[src/rtl/sc_reg_serializer.sv]
`default_nettype none
// ============================================================================
//  Module      : sc_reg_serializer
//  Description : Parallel-in, serial-out transmitter. Captures a word on an
//                active-low load request, shifts it out one bit per clock
//                with a valid strobe, then raises a one-cycle done pulse.
//  Revision    : 1.0  initial release
// ============================================================================
module sc_reg_serializer #(
   parameter int RegSERIAL_DATAWIDTH = 8,
   parameter bit RegSERIAL_MSB_FIRST = 1'b1
) (
   input  logic                           SC_RegSERIAL_CLOCK_50,
   input  logic                           SC_RegSERIAL_RESET_InHigh,
   input  logic                           SC_RegSERIAL_clear_InLow,
   input  logic                           SC_RegSERIAL_load_InLow,
   input  logic [RegSERIAL_DATAWIDTH-1:0] SC_RegSERIAL_data_InBUS,
   output logic                           SC_RegSERIAL_ready_Out,
   output logic                           SC_RegSERIAL_serial_Out,
   output logic                           SC_RegSERIAL_valid_Out,
   output logic                           SC_RegSERIAL_done_Out
);

   localparam int c_CW = (RegSERIAL_DATAWIDTH > 1) ? $clog2(RegSERIAL_DATAWIDTH) : 1;
   localparam logic [c_CW-1:0] c_LAST = c_CW'(RegSERIAL_DATAWIDTH - 1);

   typedef enum logic [1:0] {
      IDLE  = 2'd0,
      SHIFT = 2'd1,
      DONE  = 2'd2
   } state_t;

   state_t                         r_state, w_stateNext;
   logic [RegSERIAL_DATAWIDTH-1:0] r_shift, w_shiftNext, w_shiftMoved;
   logic [c_CW-1:0]                r_count, w_countNext;
   logic                           w_activeBit;

   // Shift direction and active end bit are fixed by the bit-order parameter.
   generate
      if (RegSERIAL_MSB_FIRST) begin : g_msb_first
         assign w_shiftMoved = {r_shift[RegSERIAL_DATAWIDTH-2:0], 1'b0};
         assign w_activeBit  = r_shift[RegSERIAL_DATAWIDTH-1];
      end else begin : g_lsb_first
         assign w_shiftMoved = {1'b0, r_shift[RegSERIAL_DATAWIDTH-1:1]};
         assign w_activeBit  = r_shift[0];
      end
   endgenerate

   // State, shift register and bit counter; reset dominates everything.
   always_ff @(posedge SC_RegSERIAL_CLOCK_50) begin
      if (SC_RegSERIAL_RESET_InHigh) begin
         r_state <= IDLE;
         r_shift <= '0;
         r_count <= '0;
      end else begin
         r_state <= w_stateNext;
         r_shift <= w_shiftNext;
         r_count <= w_countNext;
      end
   end

   // Next-state logic: clear beats load, loads are only seen in IDLE.
   always_comb begin
      w_stateNext = r_state;
      w_shiftNext = r_shift;
      w_countNext = r_count;
      if (!SC_RegSERIAL_clear_InLow) begin
         w_stateNext = IDLE;
         w_shiftNext = '0;
         w_countNext = '0;
      end else begin
         case (r_state)
            IDLE: begin
               if (!SC_RegSERIAL_load_InLow) begin
                  w_stateNext = SHIFT;
                  w_shiftNext = SC_RegSERIAL_data_InBUS;
                  w_countNext = '0;
               end
            end
            SHIFT: begin
               w_shiftNext = w_shiftMoved;
               if (r_count == c_LAST) begin
                  w_stateNext = DONE;
                  w_countNext = '0;
               end else begin
                  w_countNext = r_count + 1'b1;
               end
            end
            DONE: begin
               w_stateNext = IDLE;
            end
            default: begin
               w_stateNext = IDLE;
               w_shiftNext = '0;
               w_countNext = '0;
            end
         endcase
      end
   end

   // Outputs depend on registered state only.
   assign SC_RegSERIAL_ready_Out  = (r_state == IDLE);
   assign SC_RegSERIAL_valid_Out  = (r_state == SHIFT);
   assign SC_RegSERIAL_done_Out   = (r_state == DONE);
   assign SC_RegSERIAL_serial_Out = (r_state == SHIFT) ? w_activeBit : 1'b0;

endmodule
`default_nettype wire

[config.mk]
export PLATFORM = sky130hd
export DESIGN_NAME = sc_reg_serializer
export DESIGN_NICKNAME = d
export VERILOG_FILES = /design/src/rtl/sc_reg_serializer.sv
export SDC_FILE = /design/constraint.sdc
export NUM_CORES = 1
export LEC_CHECK = 0
export ABC_AREA = 1
export BUFFER_PORTS_ARGS = -buffer_cell sky130_fd_sc_hd__buf_2
export CAP_MARGIN = 5
export CORE_MARGIN = 3
export CORE_UTILIZATION = 50
export CTS_CLUSTER_DIAMETER = 120
export DETAILED_ROUTE_END_ITERATION = 12
export MAX_ROUTING_LAYER = met4
export PLACE_DENSITY = 0.75
export SYNTH_ARGS = -nofsm -noshare
export SYNTH_HDL_FRONTEND = slang
export SYNTH_SLANG_ARGS = --single-unit
[constraint.sdc]
create_clock -name SC_RegSERIAL_CLOCK_50 -period 1.2 [get_ports SC_RegSERIAL_CLOCK_50]
set_input_delay 0.06 -clock SC_RegSERIAL_CLOCK_50 [delete_from_list [all_inputs] [get_ports SC_RegSERIAL_CLOCK_50]]
set_output_delay 0.06 -clock SC_RegSERIAL_CLOCK_50 [all_outputs]
set_load 0.05 [all_outputs]
==> impl_metrics.tcl <==
set metrics [dict create \
    avgSynthCellArea_um2 6.55 \
    cts_tree "built" \
    wire_per_inst_um 11.1 \
    nets 141 \
    numCtsBuffers 3 \
    grt_pass1_wl_um 2530 \
    cpPeakStageDelay_ns 0.39 \
    crit_fanout 6 \
    syn_area_um2 668 \
    setup-violations-final 0 \
    setup_slack_ns 0.0286 \
    endpoint "SC_RegSERIAL_done_Out" \
    rows 12 \
    num_vias 714 \
    first_pass_iters 4 \
    clock-sinks 13 \
    insertion_delay_ns 0.27 \
    rsz0062_at_grt "yes" \
    io_pins 16 \
    synth_top_area_cell "dfxtp_1" \
    finalSetupTns_ns 0 \
    syn_inst 102 \
    layout-drive-gt1-share 0.278 \
    routed_via_density 5.10 \
    gp_congestion 0.831 \
    crit_chain "inv_2 -> buf_4 -> nor2_4 -> buf_6" \
    grt_pass1_vias 592 \
    yosysSeqAreaShare 0.390 \
    synth.net_count 116 \
    holdCritStartpoint "SC_RegSERIAL_data_InBUS[0]" \
    ant_nets 0 \
    worstSetupPathType "flip-flop to output port" \
    ys_warn_count 0 \
    final_cell_mix "nand2_1, nor2_1, nand3_1" \
    tightestPinTransition_ns 0.354 \
    postRouteWirelength_um 1560 \
    antenna_found_initial 0 \
    layout_commonest_cell "nand2_1" \
    yosys.area.top_type_share 0.390 \
    grt_remaining_overflow 0 \
    hold_viol 0 \
    holdWs_ns 0.0526 \
    cp-startpoint "r_state[1]" \
    fmax_mhz 854 \
    antenna_cells 0 \
    cap_viol_max_count 0 \
    post-route-min-period_ns 1.17 \
    r2r_setup_slack_ns 0.06 \
    die-width_um 42.6 \
    core-area_mm2 0.00117 \
    initial_core_util 0.571 \
    peakVddDrop_v 0.000714 \
    multi_input_area_um2 372 \
    worst_r2r_path_depth 5 \
    hold_path.class "primary input to flip-flop" \
    fin_crit_sh 0.976 \
    cpMaxStageDelayCell "dfxtp_4" \
    cts_max_level 1 \
    grt_start_max_net_pins 12 \
    synth_cell_type_count 15 \
    fin_worst_skew_ns 0.00419 \
    drt_iter0_drc 21 \
    yosys-top-cells-area "dfxtp_1, nand2_1, nor2_1, nand3_1, inv_1" \
    die_area_mm2 0.00181 \
    placed_cell_area_um2 785 \
    worst_ep_required_time_ns 1.14 \
    track_usage 0.184 \
    cts_root_buf "clkbuf_4" \
    die_h_um 42.6 \
    cp.arrival_ns 1.11 \
    numPortBuffers 15 \
    crit_path_end_kind "output port" \
    crit_path_start_kind "flip-flop" \
    maxSlewViolCount 0 \
    fill_cells 102 \
    clockBufferDepth 2 \
    drc_errors 0 \
    slew_headroom 0.764 \
    power.density_mw_per_mm2 1000 \
    regArea_um2 268 \
    p_leak_nw 0.424 \
    dp_hpwl_um 1050 \
    ys_ff_latch 13 \
    clk_pin_slew_ns 0.07 \
    r2r_end "r_count[1]" \
    r2r-start "r_count[0]" \
    status "finished clean" \
    place_ws_ns 0.0407 \
    fin_area_um2 877 \
    syn_to_final_growth_pct 31.3 \
    power_uw 877 \
]
==> state kept, by name, summed over array words and instances (netlist names) <==
signal   cells
r_count      3
r_shift      8
r_state      2
==> power breakdown <==
group / switching, mW / internal (mW) / total (mW)
clock network: 0.140 / 0.129 / 0.268
logic: 0.0914 / 0.0660 / 0.157
registers: 0.00874 / 0.443 / 0.452
==> what timing repair did <==
item | 4_1_cts | 5_1_grt
hold buffers | 0 | 0
resized for setup | 12 | 4
buffers inserted | 0 | 3
setup endpoints to repair | 4 | 5
pin swaps | 0 | 1
==> cells by family after synthesis <==
| group | count (synthesis) | share of synthesized area |
|---|---|---|
| adder cells (fa/ha/maj) | 2 | 0.0374 |
| buffers and inverters | 13 | 0.0917 |
| AO/OA/AOI/OAI | 6 | 0.0449 |
| AND/OR/NAND/NOR | 68 | 0.436 |
| flip-flops | 13 | 0.390 |
==> metal layers <==
| metal | GRT usage | wire length (µm) | vias up |
|---|---|---|---|
| met1 | 0.262 | 743 | 318 |
| met4 | 0.0745 | 26 | 0 |
| met2 | 0.255 | 701 | 21 |
| li1 | - | - | 371 |
| met3 | 0.0300 | 86 | 4 |
| met5 | - | 0 | - |
==> worst max-delay path, delay by kind of cell, from the launching register on <==
family	cells	cell delay, ns
buffers and inverters	3	0.38
DFF	1	0.39
and+or+nand+nor	1	0.08
==> synth_stat cells <==
| cell type | instances |
|---|---|
| nand3_1 | 14 |
| a21oi_1 | 5 |
| buf_4 | 1 |
| nand2_1 | 27 |
| dfxtp_1 | 13 |
| nor2_1 | 21 |
| o21ai_0 | 1 |
| buf_2 | 1 |
| buf_6 | 1 |
| inv_1 | 9 |
| nand3b_1 | 4 |
| nor2_2 | 1 |
| ha_1 | 2 |
| nor3_1 | 1 |
| inv_2 | 1 |
==> cell type report <==
cell class,instances,share of cell area
inverter,10,0.0428
sequential,13,0.305
multi-input combinational,76,0.424
clock buffer,4,0.0300
timing repair buffer,23,0.178
tap,14,0.0200
==> worst min path at each step <==
stage            endpoint  slack, ns  cells after the start
2_1_floorplan  r_shift[0]       0.23                      2
3_3_place_gp   r_shift[0]       0.34                      3
3_5_place_dp   r_shift[0]       0.35                      3
4_1_cts        r_shift[0]       0.05                      3
5_1_grt        r_shift[0]       0.08                      3
6_report       r_shift[0]       0.05                      3
==> per-stage QoR <==
stage / instances / utilization
4_1_cts: 137 / 0.719
2_1_floorplan: 102 / -
5_1_grt: 140 / 0.749
6_report: 140 / 0.749
3_5_place_dp: 133 / 0.670
3_3_place_gp: 133 / 0.670
Power figures use the tool's default switching activity.
